**config.mk**
```make
export PLATFORM = sky130hd
export DESIGN_NAME = usb_tx_sequencer
export DESIGN_NICKNAME = d
export VERILOG_FILES = /design/src/rtl/usb_tx_sequencer.sv
export SDC_FILE = /design/constraint.sdc
export NUM_CORES = 1
export LEC_CHECK = 0
export CAP_MARGIN = 20
export CELL_PAD_IN_SITES_DETAIL_PLACEMENT = 1
export CELL_PAD_IN_SITES_GLOBAL_PLACEMENT = 1
export CORE_MARGIN = 10
export CORE_UTILIZATION = 34
export DETAILED_ROUTE_END_ITERATION = 10
export PLACE_DENSITY_LB_ADDON = 0.1
export SLEW_MARGIN = 25
export SYNTH_ARGS = -nofsm -noshare
export SYNTH_HDL_FRONTEND = slang
export SYNTH_SLANG_ARGS = --single-unit
```
**constraint.sdc**
```tcl
create_clock -name clock -period 2.25 [get_ports clock]
set_clock_uncertainty 0.2 [all_clocks]
set_input_delay 0.5625 -clock clock [delete_from_list [all_inputs] [get_ports clock]]
set_output_delay 0.5625 -clock clock [all_outputs]
set_load 0.05 [all_outputs]
```
**src/rtl/usb_tx_sequencer.sv**
```systemverilog
// rtl/usb_tx_sequencer.sv - USB host transmit sequencer: token load, inter-packet gap, DATA0 load, EOP wait with watchdog.
module usb_tx_sequencer #(
  parameter int IPG_CYCLES     = 4,
  parameter int TIMEOUT_CYCLES = 512
) (
  input  logic        clock,
  input  logic        reset_n,
  input  logic        cmd_valid,
  output logic        cmd_ready,
  input  logic        cmd_is_out,
  input  logic [6:0]  cmd_addr,
  input  logic [3:0]  cmd_endp,
  input  logic [63:0] cmd_data,
  output logic [18:0] crc5_pkt_in,
  output logic        crc5_pkt_ready,
  output logic [71:0] crc16_pkt_in,
  output logic        crc16_pkt_ready,
  input  logic        pkt_done,
  output logic        busy,
  output logic        seq_done,
  output logic        seq_error
);

  localparam logic [7:0]  LP_IPG_LAST = 8'(IPG_CYCLES - 1);
  localparam logic [15:0] LP_TO_LAST  = 16'(TIMEOUT_CYCLES - 1);
  localparam logic [7:0]  LP_PID_OUT  = 8'hE1;
  localparam logic [7:0]  LP_PID_IN   = 8'h69;
  localparam logic [7:0]  LP_PID_DAT0 = 8'hC3;

  typedef enum logic [2:0] {
    S_IDLE,
    S_TOK_LOAD,
    S_TOK_WAIT,
    S_GAP,
    S_DAT_LOAD,
    S_DAT_WAIT,
    S_DONE,
    S_ERR
  } state_t;

  state_t      r_state;
  state_t      w_state_nxt;
  logic        r_is_out;
  logic [18:0] r_crc5_pkt;
  logic [71:0] r_crc16_pkt;
  logic [15:0] r_timer;
  logic [7:0]  r_gap;
  logic        w_accept;
  logic        w_waiting;

  assign w_accept  = cmd_valid && (r_state == S_IDLE);
  assign w_waiting = (r_state == S_TOK_WAIT) || (r_state == S_DAT_WAIT);

  always_ff @(posedge clock or negedge reset_n) begin
    if (!reset_n) begin
      r_state <= S_IDLE;
    end else begin
      r_state <= w_state_nxt;
    end
  end

  // pkt_done wins over a timer expiry landing in the same cycle.
  always_comb begin
    w_state_nxt = r_state;
    case (r_state)
      S_IDLE:     if (cmd_valid) w_state_nxt = S_TOK_LOAD;
      S_TOK_LOAD: w_state_nxt = S_TOK_WAIT;
      S_TOK_WAIT: begin
        if (pkt_done)                   w_state_nxt = r_is_out ? S_GAP : S_DONE;
        else if (r_timer == LP_TO_LAST) w_state_nxt = S_ERR;
      end
      S_GAP:      if (r_gap == LP_IPG_LAST) w_state_nxt = S_DAT_LOAD;
      S_DAT_LOAD: w_state_nxt = S_DAT_WAIT;
      S_DAT_WAIT: begin
        if (pkt_done)                   w_state_nxt = S_DONE;
        else if (r_timer == LP_TO_LAST) w_state_nxt = S_ERR;
      end
      S_DONE:     w_state_nxt = S_IDLE;
      S_ERR:      w_state_nxt = S_IDLE;
      default:    w_state_nxt = S_IDLE;
    endcase
  end

  always_ff @(posedge clock or negedge reset_n) begin
    if (!reset_n) begin
      r_is_out    <= 1'b0;
      r_crc5_pkt  <= '0;
      r_crc16_pkt <= '0;
    end else if (w_accept) begin
      r_is_out    <= cmd_is_out;
      r_crc5_pkt  <= {cmd_endp, cmd_addr, (cmd_is_out ? LP_PID_OUT : LP_PID_IN)};
      r_crc16_pkt <= {cmd_data, LP_PID_DAT0};
    end
  end

  // Timer starts at 0 in the first wait cycle, so it reads N-1 in the N-th wait cycle.
  always_ff @(posedge clock or negedge reset_n) begin
    if (!reset_n) begin
      r_timer <= '0;
    end else if ((r_state == S_TOK_LOAD) || (r_state == S_DAT_LOAD)) begin
      r_timer <= '0;
    end else if (w_waiting && (r_timer != 16'hFFFF)) begin
      r_timer <= r_timer + 16'd1;
    end
  end

  always_ff @(posedge clock or negedge reset_n) begin
    if (!reset_n) begin
      r_gap <= '0;
    end else if (r_state == S_TOK_WAIT) begin
      r_gap <= '0;
    end else if (r_state == S_GAP) begin
      r_gap <= r_gap + 8'd1;
    end
  end

  assign cmd_ready       = (r_state == S_IDLE);
  assign busy            = (r_state != S_IDLE);
  assign crc5_pkt_ready  = (r_state == S_TOK_LOAD);
  assign crc16_pkt_ready = (r_state == S_DAT_LOAD);
  assign seq_done        = (r_state == S_DONE);
  assign seq_error       = (r_state == S_ERR);
  assign crc5_pkt_in     = r_crc5_pkt;
  assign crc16_pkt_in    = r_crc16_pkt;

endmodule

```
## Word-level counts from Yosys, hierarchy flattened

Cells that the tools add are included.

| word-level totals | value |
|---|---|
| register bits after elaboration | 115 |
| input bits | 80 |
| output and inout bits | 97 |
| word-level logic and storage cells | 42 |

| cells by class | value |
|---|---|
| add/subtract/negate cells | 2 |
| equality and inequality tests | 12 |
| muxes and demuxes | 12 |
| reduce and logical (&&, ||, !) cells | 10 |

Operators by type and width:

| operator | count |
|---|---|
| two-way mux 16 bit | 2 |
| two-way mux 8 bit | 3 |
| one-hot mux 3 bit (7 select lines) | 1 |
| two-way mux 3 bit | 6 |
| adder 16 x 1 -> 16 bit (second input constant) | 1 |
| == test 16 x 9 -> 1 bit (second input constant) | 1 |
| != test 16 bit (second input constant) | 1 |
| == test 3 bit (second input constant) | 4 |
| adder 8 x 1 -> 8 bit (second input constant) | 1 |
| == test 8 x 2 -> 1 bit (second input constant) | 1 |
| == test 3 x 2 -> 1 bit (second input constant) | 2 |
| != test 2 bit (second input constant) | 2 |
| nonzero test 2 bit | 2 |
| == test 3 x 1 -> 1 bit (second input constant) | 1 |
| logical NOT 3 bit | 1 |
| nonzero test 3 bit | 1 |
| logical AND 1 bit | 2 |
| logical OR 1 bit | 2 |
| AND reduction 2 bit | 1 |
| OR reduction 2 bit | 1 |

## Longest topological paths before layout

| depth | value |
|---|---|
| depth in word-level cells | 5 |
| mapped depth | 7 |
| gate-level depth less buffers | 5 |

## Least setup slack after synthesis

No wires, ideal clock.

| path | value |
|---|---|
| path kind | register -> output |
| start | register r_state[0] |
| end | output crc5_pkt_ready |
| data arrival time | 1,811 ps |
| required time | 1,487 ps |
| path slack | -324 ps |
| stages on the path, launching flop included | 4 |
| path buffers | 1 |
| cells stage by stage | dfrtp_1 buf_2 inv_1 nor3_1 |

| between the ends | value |
|---|---|
| longest elaborated chain between the ends | 1 |

RTL lines:

| what | line | source |
|---|---|---|
| from (decl) | 41 | `state_t r_state;` |
| from (signal assigned) | 58 | `r_state <= w_state_nxt;` |
| == test 3 x 1 -> 1 bit | 119 | `assign crc5_pkt_ready = (r_state == S_TOK_LOAD);` |
| to (decl) | 15 | `output logic crc5_pkt_ready,` |

Every way passes these cells.

## Final worst setup path

| path | value |
|---|---|
| start | register r_state[2] |
| end | output busy |

| between the ends | value |
|---|---|
| longest elaborated chain between the ends | 1 |

RTL lines:

| what | line | source |
|---|---|---|
| nonzero test 3 bit | 118 | `assign busy = (r_state != S_IDLE);` |
| to (decl) | 19 | `output logic busy,` |

Every way passes these cells.

==> out/metrics.cfg <==
[final_layout]
antenna-diode-count = 0
layout-drive-gt1-share_pct = 39.9
finalCoreUtilization_pct = 51.7
area_taken_by_flip_flops_and_latches_um2 = 2630
multiInputGateArea_um2 = 1860
final_stage_net_count = 628
area_growth_pct = 48.3
final_cell_count_no_fill = 727
num-fill-cells = 1388

[sta]
final_max_slew_viol_count = 0
finalSetupViolations = 0
hold_viol_final = 0
maximum_clock_rate_ghz = 0.456
tmin_final_ps = 2190
fin_crit_sh_pct = 97.5
grt_setup_unrepaired = yes

[setup_path]
timing.critical_path.to_type = output pin
worst_path_most_repeated_cell = buf_6
worst_endpoint_data_arrival_time_ps = 1430
crit_slowest_cell = dfrtp_2
startpoint_type = register
timing.reg2reg.worst_path_depth = 5
critical_path.max_fanout = 5
worst-r2r-setup-slack_ps = 140
critical_path_required_ps = 1490
critical_path.cell_chain = buf_12 -> nor3_4 -> buf_6 -> inv_1 -> buf_6
worstReg2RegStart = r_state[0]
worstSetupPathType = reg -> out
critPathMaxStageDelay_ps = 450
crit-reg2reg-capture = r_timer[11]

[hold_path]
min_path_cells = 2
worst_hold_path.endpoint = crc5_pkt_in[3]
worstHoldPathType = reg -> reg
hold_path_startpoint = crc5_pkt_in[3]

[power]
vdd_drop_max_v = 0.00101
post-layout-total-power_w = 0.0115
power.density_nw_per_um2 = 1670
cellLeakagePower_nw = 3.03

[clocking]
numCtsBuffers = 9
clkSinkCount = 105
root_buffer = clkbuf_16
cts_tree = yes
clock_latency_ps = 350
ctsHtreeMaxLevel = 3
clock_transition_at_the_registers_of_the_reported_paths_ps = 70
clk_path_buf_depth = 2

[yosys]
synth-seq-area-share_pct = 56.7
synth-main-ff-cell = dfrtp_1
synth_compound_gate_area_share_pct = 6.73
async_flop_share_pct = 100
syn_warnings = 0
synth_top_family_by_area = multiplexers
yosys_register_bits = 105
post_synth_num_cell_types = 54
synth-adder-area-share_pct = 0.540
synth_edf_count = 0
mux_contribution_to_synthesized_area_pct = 19.6
syn-instance-count = 365
netlist_area_um2 = 4630
yosys.area_share.xor_xnor_pct = 0.567
synthSimpleGateAreaFrac_pct = 11.2
post_synth.cell_area_avg_um2 = 12.7

[global_route]
via_count_of_the_first_global_routing_pass = 4070
antenna_violations_before_repair = 0
global_route.usage.total_pct = 15.2
globalRoute.totalOverflow = 0
grt_start_max_net_pins = 36
wire_length_of_the_first_global_routing_pass_um = 22100

[die]
core_area_um2 = 13300
start_util_pct = 34.8
die-area_um2 = 18700
top_level_ports = 177
die_height_um = 137
die_width_um = 137
num_rows = 42

[route]
tritonroute_pass_1_iters = 4
drt-total-wl_um = 14200
postRouteAntennaNets = 0
route.vias.total = 3612
drt-wirelength-per-cell_um = 19.6
drc_errors = 0
drtIter0Drc = 123
post_drt_via_cell_ratio = 4.97

[place]
dp_hpwl_um = 11200
port-buffer-count = 169
routabilityCongestion = 0.792
placed_cells_incl_taps = 703

[run_status]
outcome = finished clean

[run]
number_of_max_cap_violations = 0

[logic make-up after synthesis]
group | Yosys count
XOR/XNOR | 3
adder cells (fa/ha/maj) | 2
flip-flops | 105
buffers and inverters | 37
AND/OR/NAND/NOR | 93
other | 1
AO/OA/AOI/OAI | 43
multiplexers | 81
[worst max path at each step]
stage	end	start	slack, ps	depth (start not counted)
after CTS	seq_done	r_state[0]	-20	4
after floorplan	crc5_pkt_ready	r_state[0]	-320	3
after global routing	seq_error	r_state[0]	-20	3
after detailed placement	r_timer[13]	r_state[2]	140	4
final	busy	r_state[2]	60	5
after global placement	r_timer[13]	r_state[2]	160	4
[synth_stat cells (3+ instances only)]
library cell	n	area, µm²
nand2_1	22	82.6
and3_1	4	25.0
nand3_1	11	55.1
o31ai_1	5	37.5
nand2b_1	5	31.3
nor2_1	11	41.3
nor4_1	4	25.0
mux2_2	76	856
or4_1	4	30.0
nand4_1	4	25.0
inv_1	8	30.0
buf_2	10	50.1
buf_4	14	105
nor3_1	12	60.1
mux2i_1	5	50.1
dfrtp_1	105	2630
clkbuf_1	3	11.3
o21ai_0	8	40.0
a31oi_1	5	31.3
a21oi_1	8	40.0
[what timing repair did]
item	in CTS	in global routing
resized for setup	8	6
buffers inserted	3	4
hold endpoints to repair	22	0
setup endpoints to repair	6	5
pin swaps	1	1
hold buffers	1	0
[layer usage]
layer	GRT usage, %	share of wire, %	vias up	routed length [µm]
met1	16.4	38	1805	5400
met4	4.79	1.6	0	229
met3	8.98	11	12	1610
met5	0	0	-	0
li1	-	-	1665	-
met2	24.6	49	130	6980
[registers in the layout (all words and copies together) (netlist names)]
signal,flops
crc16_pkt_in,65
crc5_pkt_in,13
r_gap,8
r_state,3
r_timer,16
[power by group]
group          internal [W]  switching, W
Sequential          0.00269      0.000521
Combinational       0.00235       0.00418
Clock              0.000988      0.000737
Total               0.00603       0.00544
[cell usage in the layout (no fill, tap or decap), types with 2 or more instances in the layout]
master and count:
and2_1 2, clkdlybuf4s50_1 78, nand3_1 11, nand2_1 22, buf_12 12, and4_1 2
xnor2_1 2, or4_1 4, o31ai_1 5, buf_4 100, mux2i_1 5, nor2_1 10
inv_6 2, inv_1 7, a21oi_1 8, buf_6 2, o41ai_1 2, nor3_4 4
nor4_1 4, a221oi_1 2, bufinv_16 2, ha_1 2, nor3_1 9, dfrtp_1 102
a31oi_1 5, mux2_2 76, conb_1 7, clkbuf_16 9, nand2b_1 5, o21ai_0 8
and3_1 4, nand4_1 4, dfrtp_2 3, clkinv_2 2
[cell type report]
cell class / count / area share [%]
clock inverter: 7 / 1.44
tap: 176 / 3.21
inverter: 8 / 0.492
timing repair buffer: 193 / 26.3
multi-input combinational: 229 / 27.0
clock buffer: 9 / 3.28
sequential: 105 / 38.3
[worst max-delay path, delay by kind of cell (launching register included)]
kind                   cells  cell delay [ps]
flip-flops                 1              450
buffers and inverters      4              450
AND/OR/NAND/NOR            1              180
[through the flow]
step	setup WS (ps)	hold slack, ps	TNS, ps	cell area (µm²)
floorplan	-321	66.9	-832	4650
global placement	163	273	0	6420
detailed placement	139	290	0	6420
CTS	-15.9	310	-15.9	6800
global route	-15.6	328	-47.1	6870
finish	56.0	300	0	6870
(Power assumes the default switching activity.)
